### config.mk
export PLATFORM = sky130hd
export DESIGN_NAME = res_seq
export DESIGN_NICKNAME = d
export VERILOG_FILES = /design/src/rtl/res_seq_pkg.sv /design/src/rtl/res_debounce.sv /design/src/rtl/res_seq.sv
export SDC_FILE = /design/constraint.sdc
export NUM_CORES = 1
export LEC_CHECK = 0
export ABC_CLOCK_PERIOD_IN_PS = 1750
export CAP_MARGIN = 20
export CORE_MARGIN = 2
export CORE_UTILIZATION = 32
export DETAILED_ROUTE_END_ITERATION = 12
export MAX_ROUTING_LAYER = met4
export SLEW_MARGIN = 40
export SYNTH_ARGS = -nofsm -noshare
export SYNTH_HDL_FRONTEND = slang
export SYNTH_SLANG_ARGS = --single-unit
### constraint.sdc
create_clock -name clk_cog -period 1.75 [get_ports clk_cog]
set_input_delay 0.2625 -clock clk_cog [delete_from_list [all_inputs] [get_ports clk_cog]]
set_output_delay 0.2625 -clock clk_cog [all_outputs]
set_load 0.05 [all_outputs]
### src/rtl/res_seq_pkg.sv
// Shared types and constants for the res_seq reset sequencer.
// Holds the state encoding, reset-cause codes and small counter helpers.
package res_seq_pkg;

  typedef enum logic [1:0] {
    HOLD  = 2'd0,
    RUN   = 2'd1,
    PRESS = 2'd2
  } state_t;

  localparam logic [1:0] RES_POR    = 2'b00;
  localparam logic [1:0] RES_BTN    = 2'b01;
  localparam logic [1:0] RES_CLKSET = 2'b10;
  localparam logic [1:0] RES_WDT    = 2'b11;

  localparam logic [7:0] RES_COUNT_MAX = 8'hFF;

  // Counter width able to hold 0..n-1; never narrower than one bit.
  function automatic int cnt_w(input int n);
    return (n > 1) ? $clog2(n) : 1;
  endfunction

  function automatic logic [7:0] sat_inc8(input logic [7:0] v);
    return (v == RES_COUNT_MAX) ? v : v + 8'd1;
  endfunction

endpackage

### src/rtl/res_debounce.sv
// Reset-button conditioner: 2-flop synchroniser into a level debouncer.
// btn_db only moves once the synchronised level has differed for DB_LEN cycles.
module res_debounce
  import res_seq_pkg::*;
#(
  parameter int DB_LEN = 16
) (
  input  logic clk_cog,
  input  logic nres,
  input  logic btn_n,
  output logic btn_db
);

  localparam int              CW      = cnt_w(DB_LEN);
  localparam logic [CW-1:0]   DB_LAST = CW'(DB_LEN - 1);

  logic          sync_1;
  logic          sync_2;
  logic [CW-1:0] db_cnt;

  // Idle level of the button is high, so the chain resets to 1.
  always_ff @(posedge clk_cog or negedge nres) begin
    if (!nres) begin
      sync_1 <= 1'b1;
      sync_2 <= 1'b1;
    end else begin
      sync_1 <= btn_n;
      sync_2 <= sync_1;
    end
  end

  always_ff @(posedge clk_cog or negedge nres) begin
    if (!nres) begin
      btn_db <= 1'b1;
      db_cnt <= '0;
    end else if (sync_2 != btn_db) begin
      if (db_cnt == DB_LAST) begin
        btn_db <= sync_2;
        db_cnt <= '0;
      end else begin
        db_cnt <= db_cnt + CW'(1);
      end
    end else begin
      db_cnt <= '0;
    end
  end

endmodule

### src/rtl/res_seq.sv
// Reset sequencer for the digital core: merges power-on, button, clkset and
// watchdog requests into a minimum-width inp_res. Watchdog built only with RES_SEQ_WDT_EN.
//
//   state | meaning
//   ------+------------------------------------------------------------
//   HOLD  | inp_res high, counting HOLD_LEN cycles before release
//   RUN   | core running, watching button / watchdog / clkset requests
//   PRESS | inp_res high while the debounced button stays pressed
module res_seq
  import res_seq_pkg::*;
#(
  parameter int DB_LEN   = 16,
  parameter int HOLD_LEN = 1024,
  parameter int WDT_BITS = 24
) (
  input  logic       clk_cog,
  input  logic       nres,
  input  logic       btn_n,
  input  logic       cfg7,
  input  logic       wdt_kick,
  output logic       inp_res,
  output logic [1:0] res_cause,
  output logic [7:0] res_count
);

  localparam int            HC_W      = cnt_w(HOLD_LEN);
  localparam logic [HC_W-1:0] HOLD_LAST = HC_W'(HOLD_LEN - 1);

  state_t          state;
  state_t          state_d;
  logic [HC_W-1:0] hold_cnt;
  logic [HC_W-1:0] hold_cnt_d;
  logic [1:0]      cause_d;
  logic            count_inc;
  logic            btn_db;
  logic            cfg7_q;
  logic            cfg7_rise;
  logic            wdt_expire;

  res_debounce #(
    .DB_LEN (DB_LEN)
  ) u_debounce (
    .clk_cog (clk_cog),
    .nres    (nres),
    .btn_n   (btn_n),
    .btn_db  (btn_db)
  );

  // cfg7 already comes from a register in this clock domain.
  assign cfg7_rise = cfg7 & ~cfg7_q;

`ifdef RES_SEQ_WDT_EN
  logic [WDT_BITS-1:0] wdt_cnt;

  always_ff @(posedge clk_cog or negedge nres) begin
    if (!nres) begin
      wdt_cnt <= '0;
    end else if (wdt_kick || (state != RUN)) begin
      wdt_cnt <= '0;
    end else begin
      wdt_cnt <= wdt_cnt + WDT_BITS'(1);
    end
  end

  // A kick landing on the expiry cycle rescues the core.
  assign wdt_expire = (state == RUN) && (wdt_cnt == '1) && !wdt_kick;
`else
  logic [WDT_BITS-1:0] unused_wdt;

  assign unused_wdt = {WDT_BITS{wdt_kick}};
  assign wdt_expire = 1'b0;
`endif

  // Hold counter defaults to zero so every entry into HOLD starts fresh.
  always_comb begin
    state_d    = state;
    hold_cnt_d = '0;
    cause_d    = res_cause;
    count_inc  = 1'b0;
    unique case (state)
      HOLD: begin
        if (hold_cnt == HOLD_LAST) begin
          state_d = RUN;
        end else begin
          hold_cnt_d = hold_cnt + HC_W'(1);
        end
      end
      RUN: begin
        if (!btn_db) begin
          state_d   = PRESS;
          cause_d   = RES_BTN;
          count_inc = 1'b1;
        end else if (wdt_expire) begin
          state_d   = HOLD;
          cause_d   = RES_WDT;
          count_inc = 1'b1;
        end else if (cfg7_rise) begin
          state_d   = HOLD;
          cause_d   = RES_CLKSET;
          count_inc = 1'b1;
        end
      end
      PRESS: begin
        if (btn_db) begin
          state_d = HOLD;
        end
      end
      default: begin
        state_d = HOLD;
      end
    endcase
  end

  always_ff @(posedge clk_cog or negedge nres) begin
    if (!nres) begin
      state     <= HOLD;
      hold_cnt  <= '0;
      inp_res   <= 1'b1;
      res_cause <= RES_POR;
      res_count <= '0;
      cfg7_q    <= 1'b0;
    end else begin
      state     <= state_d;
      hold_cnt  <= hold_cnt_d;
      inp_res   <= (state_d != RUN);
      res_cause <= cause_d;
      if (count_inc) begin
        res_count <= sat_inc8(res_count);
      end
      cfg7_q    <= cfg7;
    end
  end

endmodule

Yosys cells after proc, flatten, opt, wreduce, memory -nomap -nowiden
Cells that the tools add are included.
{"block": "word_totals", "regBits": 31, "latch_bits": 0, "ramBits": 0, "rom_bits": 0, "input_bits": 5, "out_inout_bits": 11, "word_cells": 42, "memories": 0}
{"block": "classes", "add_sub_neg": 3, "n_mul": 0, "n_div": 0, "magnitude_cmp": 0, "eq_ne": 8, "shift": 0, "n_mux": 14, "n_bitwise": 3, "reduce_logical": 4}
{"cell": "2-to-1 mux 10 bit", "n": 2}
{"cell": "2-to-1 mux 2 bit", "n": 6}
{"cell": "adder 10 x 1 -> 10 bit, second input constant", "n": 1}
{"cell": "equality test 10 bit, second input constant", "n": 1}
{"cell": "adder 8 x 1 -> 8 bit, second input constant", "n": 1}
{"cell": "equality test 8 bit, second input constant", "n": 1}
{"cell": "2-to-1 mux 4 bit", "n": 2}
{"cell": "one-hot mux 2 bit (3 select lines)", "n": 1}
{"cell": "AND reduction 2 bit", "n": 3}
{"cell": "adder 4 x 1 -> 4 bit, second input constant", "n": 1}
{"cell": "equality test 4 bit, second input constant", "n": 1}
{"cell": "2-to-1 mux 1 bit", "n": 3}
{"cell": "equality test 2 x 1 -> 1 bit, second input constant", "n": 1}
{"cell": "equality test 2 bit, second input constant", "n": 1}
{"cell": "zero test 2 bit", "n": 1}
{"cell": "inequality test 2 x 1 -> 1 bit, second input constant", "n": 1}
{"cell": "inequality test 2 bit, second input constant", "n": 1}
{"cell": "NOT 1 bit", "n": 2}
{"cell": "bitwise AND 1 bit", "n": 1}
{"cell": "inequality test 1 bit", "n": 1}

Depth between registers and ports, before layout
Gate-level depths: netlist of the first run.
{"block": "depth", "depth_word": 6, "depth_mapped": 5, "ltp_nobuf": 5}

Cells and area by module
Synthesis of the first run repeated with hierarchy kept, for this count alone.
{"block": "hier_totals", "hier_cells": 114, "area_unflattened_um2": 1372.6}
{"module": "res_seq", "n_inst": 1, "cells_per_inst": 96, "area_per_inst_um2": 1098.6, "seq_area_each_um2": 601.8}
{"module": "res_debounce", "n_inst": 1, "cells_per_inst": 18, "area_per_inst_um2": 274.0, "seq_area_each_um2": 178.9}

Least setup slack after synthesis of the first run
Ideal clock, no wire load.
{"block": "synth_path", "path_kind": "register -> register", "from": "register res_count[0]", "to": "register res_count[1]", "setup_time_ns": 0.125, "arrival_ns": 1.603, "required_ns": 1.625, "slack_ns": 0.021, "stages_incl_launch_ff": 5, "path_buffers": 0, "period_less_slack_ns": 1.729, "path_cell_list": "dfrtp_1 > ha_1 > and3_1 > a21oi_2 > mux2_4"}
{"block": "synth_via", "elab_chain_len": 3, "elab_cells_between_ends": 4, "classes_between": "1 x add/sub; 1 x eq/ne; 1 x bitwise; 1 x reduce/logical"}
{"item": "from (decl)", "line": "res_seq.sv:23", "text": "output logic [7:0] res_count"}
{"item": "from (signal assigned)", "line": "res_seq.sv:128", "text": "res_count <= sat_inc8(res_count);"}
{"item": "parallel branches: the longest is 3 deep, another holds adder 8 x 1 -> 8 bit"}
Several ways; the timed one is not identified.
A chain may end at the register's enable or synchronous reset.

Final worst setup path of the first run
Ends and elaborated chain as after synthesis.

==> metrics, run 1 <==
run status complete, no violations; GRT overflow 0; Hold-fix buffers, CTS 0; WHS Path Cells 0; Hold WC Path Type reg -> reg; clock buffer depth 2; number of DRC markers in iteration 0 38; die area about 5000 um^2; post-synth top area share 0.477; Worst Reg-to-Reg Cells 4; Synth area leader dfrtp_1; clock latency at the later pin of the worst-skew pair ~0.28 ns; Max FO, Critical Path 5; Req. time, crit path between 1.5 and 2 ns; synthesized-area fraction occupied by adder cells 0.0265; Critical Path Sink Type register; DRC 0; Port Buffers 14; Main synth FF type dfrtp_1; clk_skew approximately 0.0029 ns; CTS tree done; sequential-to-total area share from yosys stat 0.551; Fillers slightly above 400; part of the power in registers 0.492; Simple-Gate Fraction of Synth Area 0.193; Worst Path Arrival approximately 1.7 ns; DRT Wirelength 2530 um; num rows 24; Final Max Slew Viols 0; main combinational cell family by area after synthesis simple AND/OR/NAND/NOR gates; Setup-failing EPs final 0; worst slew pin tran 0.388 ns; TNS Setup 0 ns; post-synthesis cell type count 38; fin crit share 0.899; Post-Layout Cell Count between 150 and 200; most instantiated library cell after synthesis dfrtp_1; Pwr Density approximately 900 nW/um^2; Tot GR Track Use 0.119; Worst setup SP type register; layout net count approximately 150; Fin. Hold Viols 0; vias per cell a little under 5; power share of the combinational group 0.027; RSZ-0062 raised after global routing false; first-pass GRT wire length 4470 um; Synth top cells by count dfrtp_1, nor2_1, xor2_1; clock share of power 0.481; share of layout cells above drive strength 1 0.254; sw frac 0.196; Placer Congestion about 0.75; P&R area growth vs syn 21.1%; Die X roughly 71 um; placed cell count around 190; DR WL/cell 13.0 um; ys async rst share 1.00; Psw around 0.29 mW; Synth Instances 120; core footprint around 4300 um^2; Tmin final 1.57 ns; Worst-path clk slew 0.06 ns; Synth area leaders dfrtp_1, dfstp_2, xor2_1, xnor2_1, nor2_1; max cap viols 0; antenna viol nets, final 0; Rel. slew slack 0.742; vias in the first global route between 1000 and 1500; internal power around 1.2 mW; Post-synth EDFFs 0; kind of critical path reg -> reg; Yosys warning count 0; CTS buffer count 5; synthesis-stage register bit count 31; clock tree root buffer cell clkbuf_8; multiplexer share of the synthesized area 0.0362; Post-CTS Resized 0; leakage 0.737 nW; dpl hpwl between 1500 and 2000 um; post-synthesis net count 128; largest net degree at the start of global routing 32; Post-CTS Setup Bufs 0; Top-Level Pins 16; DR pass1 iterations 4; routed via count ~950; Antenna diodes 0; XOR/XNOR Fraction of Synth Area 0.0804; Cell Area, Synth between 1000 and 1500 um^2; H-Tree Depth 2; die height slightly above 70 um; Initial Utilization 0.330; peak supply drop about 550 uV; fmax 635 MHz; Syn Area/Cell between 10 and 15 um^2; compound-gate portion of the synthesized area 0.0972; Clock Sinks 31; initial antenna violation count 0
==> final timing paths <==
| kind | endpoint | startpoint | slack (ns) |
|---|---|---|---|
| worst max-delay path | res_count[1] | res_count[0] | 0.18 |
| worst min-delay path | u_debounce.sync_2 | u_debounce.sync_1 | 0.36 |
| worst max register to register | res_count[1] | res_count[0] | 0.18 |
| worst min register to register | u_debounce.sync_2 | u_debounce.sync_1 | 0.36 |
| max in group asynchronous | inp_res | nres | 1.06 |
| min in group asynchronous | hold_cnt[6] | nres | 0.37 |
==> cell type report <==
type	count	area (um^2)	share of cell area
repair buffers	15	120	0.0700
multi-input cells	83	613	0.357
clock buffers	6	82.6	0.0481
flip-flops and latches	31	781	0.455
clock inverters	2	35.0	0.0204
well taps	52	65.1	0.0379
inverters	5	18.8	0.0109
==> power groups by stage <==
stage               logic [mW]  registers (mW)  clock network [mW]
floorplan               0.0164           0.749                   0
global placement        0.0399           0.749                   0
detailed placement      0.0423           0.750                   0
CTS                     0.0426           0.737               0.744
global route            0.0472           0.738               0.785
finish                  0.0405           0.737               0.721
==> registers in the layout (all words and copies together) (netlist names) <==
register and flops:
u_debounce.sync_1 1, inp_res 1, hold_cnt 10, u_debounce.db_cnt 4, cfg7_q 1, u_debounce.btn_db 1, u_debounce.sync_2 1, res_count 8
state 2, res_cause 2
==> per-layer routing <==
layer | GRT usage | share of wire
met1 | 0.125 | 0.44
met2 | 0.199 | 0.50
met3 | 0.0399 | 0.046
met4 | 0.0608 | 0.015
met5 | - | 0
==> kinds of logic after synthesis <==
family                     after synthesis
AOI/OAI and AO/OA                       17
xor gates and xnor gates                13
adders and majority gates                3
buffers and inverters                    6
DFF                                     31
muxes                                    4
and+or+nand+nor                         46
==> cell usage in the layout, fill, tap and decap left out, types with 2 or more instances in the layout <==
| cell | n |
|---|---|
| nand3_1 | 6 |
| o21ai_0 | 3 |
| or2b_1 | 2 |
| xor2_1 | 8 |
| clkdlybuf4s50_1 | 3 |
| and4_1 | 3 |
| dfrtp_1 | 27 |
| nor2_1 | 11 |
| a31oi_1 | 2 |
| nand4_1 | 4 |
| dfstp_2 | 4 |
| buf_4 | 12 |
| clkbuf_8 | 6 |
| and3_1 | 2 |
| xnor2_1 | 5 |
| a21oi_1 | 5 |
| nand2_1 | 7 |
| inv_1 | 4 |
| mux2_4 | 2 |
| nand2b_1 | 2 |
| ha_1 | 3 |
==> stage by stage <==
step | hold WS (ns) | total power, mW | setup slack (ns) | area [um^2] | utilization
floorplan | -0.0331 | 0.765 | 0.0215 | 1420 | -
detailed placement | 0.352 | 0.793 | 0.0277 | 1600 | 0.372
finish | 0.359 | 1.50 | 0.176 | 1720 | 0.399
CTS | 0.362 | 1.52 | 0.173 | 1720 | 0.399
global route | 0.365 | 1.57 | 0.131 | 1720 | 0.399
global placement | 0.349 | 0.789 | 0.0701 | 1600 | 0.372
==> critical path, stage by stage, from the launching register on <==
cell     delay (ns)
dfrtp_1        0.44
ha_1           0.28
and3_1         0.21
a21oi_2        0.21
mux2_4         0.31
No activity file was read; power rests on OpenSTA's default activity.
==> run 2, diff against run 1 <==
--- a/config.mk
+++ b/config.mk
@@ -5,7 +5,6 @@
 export SDC_FILE = /design/constraint.sdc
 export NUM_CORES = 1
 export LEC_CHECK = 0
-export ABC_CLOCK_PERIOD_IN_PS = 1750
 export CAP_MARGIN = 20
 export CORE_MARGIN = 2
 export CORE_UTILIZATION = 32
==> results of run 2 <==
Final layout, timing and power as in run 1 (identical DEF).
==> RTL change, RTL diff (settings of run 2) <==
Add a define of `RES_SEQ_WDT_EN`.
--- a/src/rtl/res_seq.sv
+++ b/src/rtl/res_seq.sv
@@ -8,2 +8,4 @@
 //   PRESS | inp_res high while the debounced button stays pressed
+`define RES_SEQ_WDT_EN
+
 module res_seq
Formal check against the unedited RTL: same outputs for any inputs over 10 cycles, from zero or initial values; that may be too few to reach the edited logic, so the function may still have changed.
==> RTL change against run 2 <==
  * Sequential cell count rose by 24
  * Design area rose by 80%
  * Critical path depth rose by 2
  * Critical path type unchanged
  * Combinational power rose by 34%
  * Fmax fell by 6.9%
  * Sequential power rose by 75%
  * Power rose by 45%
  * Setup slack got worse by 120 ps
  * Area after synthesis rose by 77%
  * Largest power group unchanged
  * Wire length rose by 74%
==> RTL change: results (changes against run 2) <==
The flow ran to the end, and the final reports show no timing, DRC or antenna violations. The count of cell types in the netlist is 35 (-7.9%), and the placer congestion estimate is 0.776 (+4.2%). Initial antenna violation count: 0 (unchanged).

The run gives 4 (unchanged) as the number of optimization iterations in the first detailed-route pass. The cell at the root of the clock tree was sky130_fd_sc_hd__clkbuf_8. For the worst-case clock buffer depth, the log shows 2 (unchanged). The largest registers in the layout are wdt_cnt x24, hold_cnt x10, res_count x8. The via-per-instance ratio was 4.58 (-6.3%); the maximum clock skew at final layout was 13.8 ps (+10.9 ps). The half-perimeter wire length after detailed placement was 3040 um (+67%); the fraction of layout instances using a drive strength above 1 was 21.4% (-4.0 points). After synthesis, the cell types taking the most area are sky130_fd_sc_hd__dfrtp_1, sky130_fd_sc_hd__xor2_1, sky130_fd_sc_hd__nor2_1.

Cell family with the largest share of critical-path delay: simple AND/OR/NAND/NOR gates. The register clock-pin slew on the reported worst setup and hold paths is 100 ps (+40 ps). The cell with the largest stage delay on the worst path is sky130_fd_sc_hd__dfrtp_1.

Async set-or-reset flop fraction in the synthesized netlist: 100% (unchanged). The min-delay analysis places its worst path in the category flip-flop to flip-flop. The number of buffers inserted during clock tree synthesis is 5 (unchanged).

The stage delay of the slowest cell on the critical path was 410 ps (-30 ps); the static leakage was 0.00128 uW (+73%). The tools report the number of diodes as 0 (unchanged). The run gives 373 (+100%) as the count of placed standard cells including taps. The run gives 48 (+26%) as the number of DRC markers in iteration 0. The arrival time at the worst endpoint was 1930 ps (+190 ps).

The routed wire length was 4400 um (+74%); the pre-CTS setup slack was -271 ps (-298 ps). The depth of the CTS H-tree was 2 (unchanged). The highest fanout seen on the critical path was 5 (unchanged); the maximum number of pins on one net before global-route repair was 40 (+25%). Sorting the synthesized cells by how often they occur yields sky130_fd_sc_hd__dfrtp_1, sky130_fd_sc_hd__nor2_1, sky130_fd_sc_hd__xor2_1. The tools report the aggregate global-route resource usage as 11.6% (-0.32 points). The post-synth net total is 248 (+94%). The logs give 0 (unchanged) for the count of synthesis-stage warnings from yosys and 7850 um (+75%) for the wire length of the first global-routing pass.

Number of input and output port buffers inserted: 15 (+1). The sequential fraction of the synthesis area came out at 55.1% (about the same). The tools report the net count of the finished layout as 289 (+94%). The synthesized area per cell is 10.5 um^2 (-11%), and the insertion delay to the later sink of the worst-skew pair is 310 ps (+30 ps).

The number of global-route vias before repair came out at 1756 (+74%). The largest voltage drop on the vdd net was 0.000448 V (-19%). The routed wire length per instance is 11.5 um (-12%), and the normalized max-slew margin is 72.4% (-1.7 points).
## RTL change: cell count changes in the layout (fill, tap and decap cells not counted), sizes merged, moves of 10 or more
| cell | run 2 | this run |
|---|---|---|
| nor2 | 11 | 46 |
| dfrtp | 27 | 51 |
| buf | 12 | 33 |
| xor2 | 8 | 24 |
| nand2 | 7 | 21 |
| nand3 | 6 | 16 |
## RTL change: metrics by stage
stage	TNS, ps	util [%]	instance area, um^2
2_1_floorplan	-266	-	2540
3_3_place_gp	-2010	38.4	2940
3_5_place_dp	-2240	38.4	2940
4_1_cts	0	40.0	3060
5_1_grt	-271	40.4	3090
6_report	0	40.4	3090
## RTL change: cell type report
| type | count | area [um^2] |
|---|---|---|
| Timing Repair Buffer | 37 | 302 |
| Tap cell | 102 | 128 |
| Sequential cell | 55 | 1380 |
| Clock buffer | 6 | 72.6 |
| Clock inverter | 2 | 37.5 |
| Fill cell | 753 | 4550 |
| Inverter | 4 | 15.0 |
| Multi-Input combinational cell | 177 | 1160 |
## RTL change: path summary, 6_finish.rpt
| check | start | endpoint | slack (ps) | cells past startpoint |
|---|---|---|---|---|
| worst min register to register | u_debounce.sync_1 | u_debounce.sync_2 | 360 | 0 |
| max in group asynchronous | nres | inp_res | 730 | 3 |
| worst max-delay path | wdt_cnt[9] | res_count[7] | 60 | 6 |
| worst min-delay path | u_debounce.sync_1 | u_debounce.sync_2 | 360 | 0 |
| min in group asynchronous | nres | wdt_cnt[0] | 420 | 2 |
| worst max register to register | wdt_cnt[9] | res_count[7] | 60 | 6 |
## RTL change: logic make-up after synthesis
family,count (synthesis),synth area share [%]
muxes,3,1.35
and+or+nand+nor,120,24.4
xor gates and xnor gates,35,12.2
adders and majority gates,4,2.00
AOI/OAI and AO/OA,15,3.89
buffers and inverters,7,1.10
DFF,55,55.1
## RTL change: routing by layer
| metal | up-vias | wire (um) | track usage (%) |
|---|---|---|---|
| li1 | 886 | - | - |
| met1 | 847 | 2130 | 15.1 |
| met2 | 16 | 2120 | 18.5 |
| met3 | 5 | 115 | 2.69 |
| met4 | 0 | 29 | 2.61 |
| met5 | - | 0 | - |
## RTL change: power breakdown
group	internal, uW	switching [uW]	leakage, uW	total (uW)
Clock	427	403	0.0000514	830
Combinational	20.9	33.5	0.000523	54.3
Sequential	1280	7.01	0.000704	1290
Total	1730	443	0.00128	2170
## RTL change: repair_timing
| item | CTS | global route |
|---|---|---|
| hold endpoints to repair | 16 | 0 |
| hold buffers | 1 | 0 |
| cloned | 0 | 0 |
| gates resized for setup | 0 | 6 |
| buffers inserted | 0 | 1 |
| endpoints found under the setup margin | 3 | 8 |
| pin swaps | 1 | 7 |
